`config.mk`:
```
export PLATFORM = sky130hd
export DESIGN_NAME = pq_host_driver
export DESIGN_NICKNAME = d
export VERILOG_FILES = /design/src/rtl/pq_host_driver.sv
export SDC_FILE = /design/constraint.sdc
export NUM_CORES = 1
export LEC_CHECK = 0
export ABC_AREA = 1
export CAP_MARGIN = 20
export CORE_MARGIN = 4
export CORE_UTILIZATION = 40
export CTS_CLUSTER_SIZE = 25
export DETAILED_ROUTE_END_ITERATION = 8
export PLACE_DENSITY = 0.68
export RECOVER_POWER = 50
export SLEW_MARGIN = 20
export SYNTH_ARGS = -nofsm -noshare
export SYNTH_HDL_FRONTEND = slang
export SYNTH_SLANG_ARGS = --single-unit
```
`constraint.sdc`:
```
create_clock -name clk -period 4.95 [get_ports clk]
set_clock_uncertainty 0.2 [all_clocks]
set_input_delay 1.485 -clock clk [delete_from_list [all_inputs] [get_ports clk]]
set_output_delay 1.485 -clock clk [all_outputs]
set_load 0.01 [all_outputs]
```
`src/rtl/pq_host_driver.sv`:
```
// pq_host_driver
//   Host-side initiator for the priority-queue interface. Takes one command at
//   a time from a valid/ready stream, checks the device's full/empty/busy
//   state, issues a single-cycle enq/deq pulse (REPL pulses both) and returns
//   one result per command on a second valid/ready stream.
//
// Ports:
//   clk, rst            clock, asynchronous active-high reset
//   cmd_valid/ready     command handshake; cmd_op 00 NOP 01 ENQ 10 DEQ 11 REPL
//   cmd_kv              key/value for ENQ/REPL, key in MSBs
//   pq_enq/deq/kvi      registered drive towards the device
//   pq_kvo/full/empty/busy  device head and status
//   rsp_valid/ready     result handshake
//   rsp_kv              head sampled for DEQ/REPL, else 0
//   rsp_status          00 OK, 01 REJ_FULL, 10 REJ_EMPTY, 11 NOP_DONE
//   occupancy           entries believed to be in the device (saturating)
//   order_err           sticky ordering violation
//
// Optional feature: define PQ_HOST_ORDER_CHECK_EN to build the DEQ ordering
// checker. Without it order_err is tied to 0.
module pq_host_driver #(
  parameter int KEY_W     = 16,
  parameter int VAL_W     = 16,
  parameter int CAPACITY  = 15,
  parameter int MIN_GAP   = 2,
  parameter int MIN_FIRST = 1
) (
  input  logic                          clk,
  input  logic                          rst,
  input  logic                          cmd_valid,
  output logic                          cmd_ready,
  input  logic [1:0]                    cmd_op,
  input  logic [KEY_W+VAL_W-1:0]        cmd_kv,
  output logic                          pq_enq,
  output logic                          pq_deq,
  output logic [KEY_W+VAL_W-1:0]        pq_kvi,
  input  logic [KEY_W+VAL_W-1:0]        pq_kvo,
  input  logic                          pq_full,
  input  logic                          pq_empty,
  input  logic                          pq_busy,
  output logic                          rsp_valid,
  input  logic                          rsp_ready,
  output logic [KEY_W+VAL_W-1:0]        rsp_kv,
  output logic [1:0]                    rsp_status,
  output logic [$clog2(CAPACITY+1)-1:0] occupancy,
  output logic                          order_err
);

  localparam int KV_W  = KEY_W + VAL_W;
  localparam int OCC_W = $clog2(CAPACITY + 1);
  localparam int GAP_W = (MIN_GAP > 2) ? $clog2(MIN_GAP) : 1;

  localparam logic [GAP_W-1:0] GAP_LOAD = (MIN_GAP > 1) ? GAP_W'(MIN_GAP - 1) : '0;
  localparam logic [OCC_W-1:0] OCC_MAX  = OCC_W'(CAPACITY);

  localparam logic [1:0] OP_NOP  = 2'b00;
  localparam logic [1:0] OP_ENQ  = 2'b01;
  localparam logic [1:0] OP_DEQ  = 2'b10;
  localparam logic [1:0] OP_REPL = 2'b11;

  localparam logic [1:0] ST_OK        = 2'b00;
  localparam logic [1:0] ST_REJ_FULL  = 2'b01;
  localparam logic [1:0] ST_REJ_EMPTY = 2'b10;
  localparam logic [1:0] ST_NOP_DONE  = 2'b11;

  typedef enum logic [1:0] {IDLE, CHECK, ISSUE, RESP} state_t;

  state_t            state_q, state_d;
  logic [1:0]        op_q, op_d;
  logic [KV_W-1:0]   kv_q, kv_d;
  logic              cmd_ready_q, cmd_ready_d;
  logic              pq_enq_q, pq_enq_d;
  logic              pq_deq_q, pq_deq_d;
  logic [KV_W-1:0]   pq_kvi_q, pq_kvi_d;
  logic              rsp_valid_q, rsp_valid_d;
  logic [KV_W-1:0]   rsp_kv_q, rsp_kv_d;
  logic [1:0]        rsp_status_q, rsp_status_d;
  logic [OCC_W-1:0]  occ_q, occ_d;
  logic [GAP_W-1:0]  gap_q, gap_d;

  // Next-state logic. The enq/deq/kvi drive is computed on the way into
  // ISSUE so the registered pulse lines up exactly with the ISSUE cycle.
  // Handshake outputs are derived from the next state so they are registered
  // yet consistent with the state they describe.
  always_comb begin
    state_d      = state_q;
    op_d         = op_q;
    kv_d         = kv_q;
    pq_enq_d     = 1'b0;
    pq_deq_d     = 1'b0;
    pq_kvi_d     = '0;
    rsp_kv_d     = rsp_kv_q;
    rsp_status_d = rsp_status_q;
    occ_d        = occ_q;
    // The gap counter free-runs down to zero regardless of FSM state.
    gap_d        = (gap_q != '0) ? gap_q - 1'b1 : '0;

    case (state_q)
      IDLE: begin
        if (cmd_valid && cmd_ready_q) begin
          op_d    = cmd_op;
          kv_d    = cmd_kv;
          state_d = CHECK;
        end
      end
      CHECK: begin
        if (!pq_busy && (gap_q == '0)) begin
          // With full and empty both set, each op is judged only against the
          // flag that matters to it.
          if (op_q == OP_NOP) begin
            state_d      = RESP;
            rsp_status_d = ST_NOP_DONE;
            rsp_kv_d     = '0;
          end else if ((op_q == OP_ENQ) && pq_full) begin
            state_d      = RESP;
            rsp_status_d = ST_REJ_FULL;
            rsp_kv_d     = '0;
          end else if ((op_q != OP_ENQ) && pq_empty) begin
            state_d      = RESP;
            rsp_status_d = ST_REJ_EMPTY;
            rsp_kv_d     = '0;
          end else begin
            state_d  = ISSUE;
            pq_enq_d = (op_q == OP_ENQ) || (op_q == OP_REPL);
            pq_deq_d = (op_q == OP_DEQ) || (op_q == OP_REPL);
            pq_kvi_d = (op_q == OP_DEQ) ? '0 : kv_q;
          end
        end
      end
      ISSUE: begin
        // pq_kvo here is still the head before the device removes it.
        rsp_kv_d     = (op_q == OP_ENQ) ? '0 : pq_kvo;
        rsp_status_d = ST_OK;
        gap_d        = GAP_LOAD;
        state_d      = RESP;
        if (op_q == OP_ENQ) begin
          occ_d = (occ_q == OCC_MAX) ? occ_q : occ_q + 1'b1;
        end else if (op_q == OP_DEQ) begin
          occ_d = (occ_q == '0) ? occ_q : occ_q - 1'b1;
        end
      end
      RESP: begin
        if (rsp_ready) begin
          state_d = IDLE;
        end
      end
      default: state_d = IDLE;
    endcase

    cmd_ready_d = (state_d == IDLE);
    rsp_valid_d = (state_d == RESP);
  end

  // All FSM state and registered outputs.
  always_ff @(posedge clk or posedge rst) begin
    if (rst) begin
      state_q      <= IDLE;
      op_q         <= OP_NOP;
      kv_q         <= '0;
      cmd_ready_q  <= 1'b0;
      pq_enq_q     <= 1'b0;
      pq_deq_q     <= 1'b0;
      pq_kvi_q     <= '0;
      rsp_valid_q  <= 1'b0;
      rsp_kv_q     <= '0;
      rsp_status_q <= 2'b00;
      occ_q        <= '0;
      gap_q        <= '0;
    end else begin
      state_q      <= state_d;
      op_q         <= op_d;
      kv_q         <= kv_d;
      cmd_ready_q  <= cmd_ready_d;
      pq_enq_q     <= pq_enq_d;
      pq_deq_q     <= pq_deq_d;
      pq_kvi_q     <= pq_kvi_d;
      rsp_valid_q  <= rsp_valid_d;
      rsp_kv_q     <= rsp_kv_d;
      rsp_status_q <= rsp_status_d;
      occ_q        <= occ_d;
      gap_q        <= gap_d;
    end
  end

  assign cmd_ready  = cmd_ready_q;
  assign pq_enq     = pq_enq_q;
  assign pq_deq     = pq_deq_q;
  assign pq_kvi     = pq_kvi_q;
  assign rsp_valid  = rsp_valid_q;
  assign rsp_kv     = rsp_kv_q;
  assign rsp_status = rsp_status_q;
  assign occupancy  = occ_q;

`ifdef PQ_HOST_ORDER_CHECK_EN
  logic [KEY_W-1:0] last_key_q, last_key_d;
  logic             last_valid_q, last_valid_d;
  logic             order_err_q, order_err_d;
  logic [KEY_W-1:0] new_key;

  assign new_key = pq_kvo[KV_W-1:VAL_W];

  // Ordering checker. last_valid is only ever set by a DEQ and cleared by any
  // ENQ/REPL, so it being set means a run of consecutive DEQs is in progress.
  // A min-first device must hand out non-decreasing keys and a max-first
  // device non-increasing keys; anything else is a violation.
  always_comb begin
    last_key_d   = last_key_q;
    last_valid_d = last_valid_q;
    order_err_d  = order_err_q;
    if (state_q == ISSUE) begin
      if (op_q == OP_DEQ) begin
        if (last_valid_q) begin
          if ((MIN_FIRST != 0) ? (new_key < last_key_q) : (new_key > last_key_q)) begin
            order_err_d = 1'b1;
          end
        end
        last_key_d   = new_key;
        last_valid_d = 1'b1;
      end else begin
        last_valid_d = 1'b0;
      end
    end
  end

  always_ff @(posedge clk or posedge rst) begin
    if (rst) begin
      last_key_q   <= '0;
      last_valid_q <= 1'b0;
      order_err_q  <= 1'b0;
    end else begin
      last_key_q   <= last_key_d;
      last_valid_q <= last_valid_d;
      order_err_q  <= order_err_d;
    end
  end

  assign order_err = order_err_q;
`else
  assign order_err = 1'b0;
`endif

endmodule

```
==> results of run 1 <==
[report_power, final]
part	internal (mW)	total, mW	switching [mW]
Sequential	1.21	1.38	0.161
Combinational	0.685	1.53	0.843
Clock	0.402	0.746	0.344
[routing by layer]
layer	vias up	global-route usage	share of wire
met5	-	0	0
met1	1670	0.218	0.43
li1	1668	-	-
met3	13	0.0423	0.079
met2	121	0.270	0.48
met4	0	0.0548	0.016
[area by class of cell]
type / instances / area [sq um]
fillers: 1013 / 4920
inverters: 37 / 140
clock inverters: 6 / 80.1
clock buffers: 10 / 229
repair buffers: 150 / 1510
well taps: 143 / 179
multi-input cells: 264 / 1540
flip-flops and latches: 111 / 2780
[kinds of logic (layout without fill, tap and decap cells)]
group	count (synthesis)	in the layout	share of synthesized area
xor gates and xnor gates	2	2	0.00379
AOI/OAI and AO/OA	55	55	0.0676
and+or+nand+nor	171	171	0.174
muxes	22	22	0.0535
buffers and inverters	59	203	0.0649
adders and majority gates	13	13	0.0351
DFF	111	111	0.600
other	1	1	0.000810
[registers in the layout (all words and copies together) (netlist names)]
register	count
kv_q	32
state_q	2
rsp_kv	32
pq_enq	1
pq_deq	1
cmd_ready	1
rsp_status	2
pq_kvi	32
gap_q	1
rsp_valid	1
occupancy	4
op_q	2
[path summary, 6_finish.rpt]
path | startpoint | to | cells after the start
max reg2reg | op_q[1] | pq_kvi[0] | 8
max in group asynchronous | rst | occupancy[1] | 3
min in group asynchronous | rst | pq_kvi[25] | 3
max | pq_full | pq_kvi[0] | 7
min reg2reg | rsp_kv[29] | rsp_kv[29] | 2
min | rsp_kv[29] | rsp_kv[29] | 2
[worst max-delay path: cells and delay by family]
family	cells	cell delay [ps]
buffers and inverters	2	1720
and+or+nand+nor	5	440
[metrics by stage]
stage               total power [mW]  instances  utilization  hold WS, ps
global placement                2.87        704        0.541          264
global route                    3.93        721        0.567          313
CTS                             3.70        721        0.569          287
detailed placement              2.95        705        0.542          269
finish                          3.65        721        0.567          284
floorplan                       2.45        434            -          269
[Yosys cell counts, drive strengths merged]
| cell type | n | area, sq um |
|---|---|---|
| ha | 13 | 163 |
| mux2 | 22 | 248 |
| buf | 19 | 150 |
| nand3 | 7 | 47.6 |
| nand3b | 1 | 7.51 |
| nand4 | 2 | 12.5 |
| nor4 | 1 | 6.26 |
| dfrtp | 111 | 2780 |
| nor2 | 23 | 88.8 |
| nor3 | 11 | 55.1 |
| conb | 1 | 3.75 |
| o21ai | 37 | 223 |
| or2 | 1 | 6.26 |
| nor3b | 22 | 175 |
| xnor2 | 2 | 17.5 |
| clkbuf | 3 | 11.3 |
| inv | 37 | 139 |
| a21oi | 18 | 90.1 |
| nand2 | 103 | 407 |
==> run summary, run 1 <==
starting density of the core - 0.407
diode count - 0
pin count of the biggest net entering global routing - 112
Seq/Total Area, Yosys - 0.600
Site Rows - 39
final hold viol count - 0
synthesized netlist net count - 520
level count of the clock H-tree - 3
insertion delay of the later-clocked pin in the worst-skew pair - 350 ps
post-cts hold buffer count - 0
count of mapped cells out of synthesis - 434
DRC violations left - 0
number of register bits inferred by synthesis - 111
final weighted congestion of routability-driven global placement - 0.787
final sum of negative setup slack - 0 ps
clock slew at the register clock pins of the worst setup and hold paths - 70 ps
Post-layout nets - 659
Clock Tree Root - sky130_fd_sc_hd__clkbuf_16
worst reg-to-reg setup slack - 2110 ps
post-route cell area - 0.00645 sq mm
TritonCTS clock tree - done
worst setup slack after layout - 1260 ps
commonest non-fill, non-tap cell in the layout - sky130_fd_sc_hd__clkdlybuf4s50_1
largest stage delay on the critical path - 1170 ps
total leakage power - 2.91 nW
worst slew pin tran - 1630 ps
total overflow reported by the global router - 0
number of detailed-routing iterations run before antenna repair - 4
top fanout value on the critical path - 31
Area after DPL - 0.00616 sq mm
Max Transition Viols Final - 32
minimum clock period - 3690 ps
Placement Setup Slack - 1320 ps
mean cell area of the mapped netlist - 10.7 sq um
final wirelength - 10900 um
number of gates resized after CTS - 0
via-per-instance ratio - 4.82
startpoint type of the worst setup path - primary input
fraction of final layout cells with drive strength greater than 1 - 0.104
TritonCTS buffer count - 9
status - finished, violations left
area growth from synthesis to layout - 39.4%
worst min-delay path category - flop to flop
wire length of the first global-routing pass - 17400 um
failing checks - capacitance limit, slew limit
height of the die - 116 um
final setup fails - 0
Global Route Usage Sum - 0.166
Crit path top cell by count - sky130_fd_sc_hd__nand2_1
setup repair after global routing missed its margin - false
Achievable Freq - 0.271 GHz
Die Footprint - 0.0134 sq mm
slowest CP cell - sky130_fd_sc_hd__clkbuf_1
count of input and output buffers - 146
Ports - 148
number of distinct library cell variants in the gate-level netlist after synthesis - 29
via count of the first global-routing pass - 3545
critical path, cell by cell - dlygate4sd3_1 -> nand2_1 -> nand2_1 -> nor2_1 -> nand2_1 -> clkbuf_1 -> nor3b_1
estimated wirelength of the detail-placed design - 7560 um
# clock sinks - 111
share of the clock period used by the worst path after layout - 0.746
Worst VDD drop - 0.334 mV
remaining antenna violation count after routing - 0
power density over the cells - 566 mW/mm^2
Warnings, synthesis - 0
number of max-cap violations - 1
drt wl/cell - 15.1 um
1st-iter DRT viols - 264
deepest clock path buffer count - 2
remaining max-slew budget at the tightest pin - -0.0837
top library cells by usage in the layout, fill and taps aside - 143 x sky130_fd_sc_hd__clkdlybuf4s50_1, 111 x sky130_fd_sc_hd__dfrtp_1, 96 x sky130_fd_sc_hd__nand2_1
core area - 0.0114 sq mm
vias after detailed routing - 3472
Post-CTS Setup Repair Bufs - 0
die outline width - 116 um
Setup CP Type - primary input to flop
required time at the endpoint of the critical path - 4900 ps
Critical Path End Type - flop
number of antenna violations at the first check in global routing - 0
combined area of all synthesized cells - 0.00463 sq mm
data arrival at the endpoint of the critical path - 3640 ps
No activity file was read; power rests on OpenSTA's default activity.
==> run 2, diff against run 1 <==
- PLACE_DENSITY: 0.68 -> 0.7
- clock period: 4.95 -> 3 ns (I/O delays scaled with it)
==> run 2 against run 1 <==
  * The run now ends clean
  * Sequential share of layout area fell by 0.41 points
  * Worst setup slack got worse by 720 ps
  * Register-to-register slack got worse by 1200 ps
  * Final cell count is 0.42% higher
==> run summary, run 2 (synthesis results as in run 1) <==
area growth from synthesis to layout - 40.7% (was 39.4%)
power density over the cells - 937 mW/mm^2 (was 566 mW/mm^2)
TritonCTS clock tree - done (unchanged)
deepest clock path buffer count - 2 (unchanged)
worst slew pin tran - 577 ps (was 1630 ps)
worst min-delay path category - flop to flop (unchanged)
Bufs and invs on worst path - 1 (was 2)
Site Rows - 39 (unchanged)
starting density of the core - 0.407 (unchanged)
# clock sinks - 111 (unchanged)
number of detailed-routing iterations run before antenna repair - 4 (unchanged)
total overflow reported by the global router - 0 (unchanged)
minimum clock period - 2460 ps
Clock Tree Root - sky130_fd_sc_hd__clkbuf_16 (unchanged)
placed insts - 707 (was 705)
height of the die - 116 um (unchanged)
Die Footprint - 0.0134 sq mm (unchanged)
Achievable Freq - 0.406 GHz
final hold viol count - 0 (unchanged)
final sum of negative setup slack - 0 ps (unchanged)
via-per-instance ratio - 4.73 (was 4.82)
start point of the worst min-delay path - rsp_kv[31] (was rsp_kv[29])
Non-Filler Instances - 724 (was 721)
setup repair after global routing missed its margin - false (unchanged)
total leakage power - 2.95 nW (was 2.91 nW)
required time at the endpoint of the critical path - 1900 ps (was 4900 ps)
Worst VDD drop - 0.635 mV (was 0.334 mV)
die outline width - 116 um (unchanged)
Post-layout nets - 661 (was 659)
Post-CTS Setup Repair Bufs - 0 (unchanged)
post-cts hold buffer count - 0 (unchanged)
Ports - 148 (unchanged)
crit path from - occupancy[0] (was pq_full)
remaining antenna violation count after routing - 0 (unchanged)
final wirelength - 10700 um (was 10900 um)
kind of cell adding the most delay to the critical path - buffers and inverters (unchanged)
count of input and output buffers - 146 (unchanged)
critical path, cell by cell - clkdlybuf4s50_1 (was dlygate4sd3_1 -> nand2_1 -> nand2_1 -> nor2_1 -> nand2_1 -> clkbuf_1 -> nor3b_1)
level count of the clock H-tree - 3 (unchanged)
final setup fails - 0 (unchanged)
drt wl/cell - 14.8 um (was 15.1 um)
commonest non-fill, non-tap cell in the layout - sky130_fd_sc_hd__clkdlybuf4s50_1 (unchanged)
1st-iter DRT viols - 255 (was 264)
top library cells by usage in the layout, fill and taps aside - 142 x sky130_fd_sc_hd__clkdlybuf4s50_1, 111 x sky130_fd_sc_hd__dfrtp_1, 97 x sky130_fd_sc_hd__nand2_1 (was 143 x sky130_fd_sc_hd__clkdlybuf4s50_1, 111 x sky130_fd_sc_hd__dfrtp_1, 96 x sky130_fd_sc_hd__nand2_1)
number of gates resized after CTS - 0 (unchanged)
status - finished clean (was finished, violations left)
core area - 0.0114 sq mm (unchanged)
share of the clock period used by the worst path after layout - 0.821
remaining max-slew budget at the tightest pin - 0.615 (was -0.0837)
slowest CP cell - sky130_fd_sc_hd__clkdlybuf4s50_1 (was sky130_fd_sc_hd__clkbuf_1)
startpoint type of the worst setup path - flop (was primary input)
wire length of the first global-routing pass - 17200 um (was 17400 um)
number of max-cap violations - 0 (was 1)
vias after detailed routing - 3421 (was 3472)
data arrival at the endpoint of the critical path - 1360 ps (was 3640 ps)
estimated wirelength of the detail-placed design - 7420 um (was 7560 um)
insertion delay of the later-clocked pin in the worst-skew pair - 350 ps (about the same)
largest stage delay on the critical path - 570 ps (was 1170 ps)
clock slew at the register clock pins of the worst setup and hold paths - 70 ps (about the same)
Setup CP Type - flop to output pin (was primary input to flop)
TritonCTS buffer count - 9 (unchanged)
Reg-to-Reg Start - op_q[1] (unchanged)
top fanout value on the critical path - 6 (was 31)
number of antenna violations at the first check in global routing - 0 (unchanged)
final weighted congestion of routability-driven global placement - 0.801 (was 0.787)
pin count of the biggest net entering global routing - 112 (unchanged)
Global Route Usage Sum - 0.164 (was 0.166)
DRC violations left - 0 (unchanged)
fraction of final layout cells with drive strength greater than 1 - 0.110 (was 0.104)
via count of the first global-routing pass - 3507 (was 3545)
Max Transition Viols Final - 0 (was 32)
Critical Path End Type - output pin (was flop)
[run 2: cell type report]
class,count,area (sq um)
diodes,1,2.50
repair buffers,152,1540
multi-input cells,264,1540
well taps,143,179
fillers,966,4860
clock buffers,10,239
clock inverters,6,88.8
inverters,37,143
flip-flops and latches,111,2780
[run 2: routing by layer]
layer / track usage / share of wire / routed length, um
met1: 0.215 / 0.43 / 4640
met3: 0.0496 / 0.078 / 833
met4: 0.0587 / 0.013 / 139
met5: 0 / 0 / 0
met2: 0.259 / 0.48 / 5110
[run 2: worst register-to-register path, cell delays in order, from the launching register on]
cell                      delay [ps]
sky130_fd_sc_hd__dfrtp_1         420
sky130_fd_sc_hd__inv_1           130
sky130_fd_sc_hd__ha_1            320
sky130_fd_sc_hd__inv_1           140
sky130_fd_sc_hd__ha_1            340
sky130_fd_sc_hd__nand3_1         100
sky130_fd_sc_hd__nand2_1          60
sky130_fd_sc_hd__inv_1            60
sky130_fd_sc_hd__nand2_1          50
sky130_fd_sc_hd__nand2_1          50
sky130_fd_sc_hd__nand2_1          40
sky130_fd_sc_hd__nand2_1          50
sky130_fd_sc_hd__nand2_1          50
[run 2: where the power goes]
part           switching [mW]  internal [mW]  leakage, nW  total [mW]
registers               0.271           2.00         1.44        2.27
logic                    1.38           1.18         1.35        2.56
clock network           0.579          0.693        0.159        1.27
[run 2: metrics by stage]
stage	total power [mW]	worst slack (ps)	instance area (sq um)	hold WS, ps	utilization
floorplan	4.04	557	4630	269	-
global placement	4.80	507	6200	264	0.545
detailed placement	4.90	432	6200	269	0.545
CTS	6.19	516	6520	287	0.574
global route	6.56	406	6510	303	0.573
finish	6.10	537	6510	285	0.573
[run 2: final timing paths]
| path | to | slack [ps] | cells past startpoint |
|---|---|---|---|
| worst max-delay path | occupancy[0] | 540 | 1 |
| worst min-delay path | rsp_kv[31] | 280 | 2 |
| worst max register to register | occupancy[3] | 900 | 12 |
| worst min register to register | rsp_kv[31] | 280 | 2 |
| max in group asynchronous | rsp_kv[21] | 1180 | 3 |
| min in group asynchronous | kv_q[19] | 1000 | 3 |
==> run 3, diff against run 2 <==
- PLACE_DENSITY: 0.7 -> 0.68
- clock period: 3 -> 2.4 ns (I/O delays scaled with it)
==> run 3 against run 2 <==
  * Sequential power is 25% higher
  * Register-to-register slack got worse by 600 ps
  * Worst setup slack worse by 430 ps
  * Routed wire length grew 1.1%
  * Design area is 0.61% higher
  * Critical path type unchanged
  * Largest cell class unchanged
  * Largest power group unchanged
==> run summary, run 3 (synthesis results as in run 1) <==
kind of cell adding the most delay to the critical path - buffers and inverters (unchanged)
final weighted congestion of routability-driven global placement - 0.801 (about the same)
Ports - 148 (unchanged)
Critical Path End Type - output pin (unchanged)
drt wl/cell - 14.9 um (was 14.8 um)
1st-iter DRT viols - 284 (was 255)
count of input and output buffers - 146 (unchanged)
height of the die - 116 um (unchanged)
number of max-cap violations - 0 (unchanged)
total leakage power - 2.97 nW (was 2.95 nW)
area growth from synthesis to layout - 41.6% (was 40.7%)
worst slew pin tran - 1020 ps (was 577 ps)
slowest CP cell - sky130_fd_sc_hd__clkdlybuf4s50_1 (unchanged)
Placement Setup Slack - 37.5 ps (was 432 ps)
die outline width - 116 um (unchanged)
vias after detailed routing - 3472 (was 3421)
remaining max-slew budget at the tightest pin - 0.320 (was 0.615)
Global Route Usage Sum - 0.167 (was 0.164)
reg2reg path depth - 12 (unchanged)
diode count - 0 (was 1)
Non-Filler Instances - 728 (was 724)
logic depth of the worst path, buffers included - 1 (unchanged)
final wirelength - 10800 um (was 10700 um)
minimum hold slack - 281 ps (was 285 ps)
via count of the first global-routing pass - 3584 (was 3507)
level count of the clock H-tree - 3 (unchanged)
TritonCTS clock tree - done (unchanged)
Max Transition Viols Final - 0 (unchanged)
worst setup slack after layout - 110 ps (was 537 ps)
estimated wirelength of the detail-placed design - 7830 um (was 7420 um)
deepest clock path buffer count - 2 (unchanged)
Site Rows - 39 (unchanged)
post-cts hold buffer count - 0 (unchanged)
startpoint type of the worst setup path - flop (unchanged)
remaining antenna violation count after routing - 0 (unchanged)
final sum of negative setup slack - 0 ps (unchanged)
number of antenna violations at the first check in global routing - 0 (unchanged)
worst reg-to-reg setup slack - 300 ps (was 900 ps)
share of the clock period used by the worst path after layout - 0.954
wire length of the first global-routing pass - 17400 um (was 17200 um)
required time at the endpoint of the critical path - 1480 ps (was 1900 ps)
Worst VDD drop - 0.807 mV (was 0.635 mV)
Bufs and invs on worst path - 1 (unchanged)
commonest non-fill, non-tap cell in the layout - sky130_fd_sc_hd__clkdlybuf4s50_1 (unchanged)
number of detailed-routing iterations run before antenna repair - 4 (unchanged)
Post-layout nets - 666 (was 661)
largest stage delay on the critical path - 580 ps (was 570 ps)
Clock Tree Root - sky130_fd_sc_hd__clkbuf_16 (unchanged)
top library cells by usage in the layout, fill and taps aside - 144 x sky130_fd_sc_hd__clkdlybuf4s50_1, 111 x sky130_fd_sc_hd__dfrtp_1, 97 x sky130_fd_sc_hd__nand2_1 (was 142 x sky130_fd_sc_hd__clkdlybuf4s50_1, 111 x sky130_fd_sc_hd__dfrtp_1, 97 x sky130_fd_sc_hd__nand2_1)
number of gates resized after CTS - 0 (unchanged)
worst reg2reg path endpoint - occupancy[3] (unchanged)
Setup CP Type - flop to output pin (unchanged)
minimum clock period - 2290 ps
final hold viol count - 0 (unchanged)
DRC violations left - 0 (unchanged)
Post-CTS Setup Repair Bufs - 0 (unchanged)
pin count of the biggest net entering global routing - 70 (was 112)
critical path, cell by cell - clkdlybuf4s50_1 (unchanged)
# clock sinks - 111 (unchanged)
top fanout value on the critical path - 6 (unchanged)
clock slew at the register clock pins of the worst setup and hold paths - 70 ps (about the same)
insertion delay of the later-clocked pin in the worst-skew pair - 340 ps (was 350 ps)
worst min-delay path category - flop to flop (unchanged)
placed insts - 712 (was 707)
via-per-instance ratio - 4.77 (was 4.73)
total overflow reported by the global router - 0 (unchanged)
Critical path destination - occupancy[0] (unchanged)
Reg-to-Reg Start - op_q[1] (unchanged)
Core Util, Final - 0.576 (was 0.573)
data arrival at the endpoint of the critical path - 1370 ps (was 1360 ps)
status - finished clean (unchanged)
setup repair after global routing missed its margin - false (unchanged)
core area - 0.0114 sq mm (unchanged)
Die Footprint - 0.0134 sq mm (unchanged)
power density over the cells - 1180 mW/mm^2 (was 937 mW/mm^2)
fraction of final layout cells with drive strength greater than 1 - 0.120 (was 0.110)
final setup fails - 0 (unchanged)
Achievable Freq - 0.437 GHz
crit path from - occupancy[0] (unchanged)
TritonCTS buffer count - 9 (unchanged)
starting density of the core - 0.407 (unchanged)
run 3: where the power goes:
group          total (mW)  switching, mW  internal [mW]
registers            2.84          0.340           2.50
clock network        1.52          0.673          0.846
logic                3.40           1.78           1.63
total                7.76           2.79           4.98
run 3: cell type report:
type	count	area, sq um
fillers	997	4820
flip-flops and latches	111	2780
repair buffers	157	1600
multi-input cells	264	1550
clock buffers	10	239
well taps	143	179
inverters	37	143
clock inverters	6	68.8
run 3: layer usage:
metal,vias up,routed length (um),GRT usage,share of wire
met2,109,5250,0.275,0.48
met1,1668,4560,0.212,0.42
met4,0,184,0.0579,0.017
met5,-,0,0,0
li1,1683,-,-,-
met3,12,845,0.0454,0.078
run 3: worst min-delay path by stage:
stage / endpoint / depth (start not counted) / slack [ps] / startpoint
finish: rsp_kv[29] / 2 / 280 / rsp_kv[29]
global route: rsp_kv[25] / 2 / 300 / rsp_kv[25]
CTS: rsp_kv[29] / 2 / 280 / rsp_kv[29]
detailed placement: rsp_kv[29] / 2 / 270 / rsp_kv[29]
global placement: rsp_status[1] / 2 / 270 / rsp_status[1]
floorplan: kv_q[12] / 1 / 270 / kv_q[12]
run 3: stage by stage:
step / total power, mW / area [sq um]
2_1_floorplan: 5.04 / 4630
4_1_cts: 7.88 / 6590
3_3_place_gp: 6.20 / 6280
3_5_place_dp: 6.33 / 6280
6_report: 7.76 / 6550
5_1_grt: 8.37 / 6550
run 3: worst min-delay path, stage by stage (launching register included):
cell and delay, ps:
sky130_fd_sc_hd__dfrtp_1 340, sky130_fd_sc_hd__nand2_1 60, sky130_fd_sc_hd__o21ai_2 50
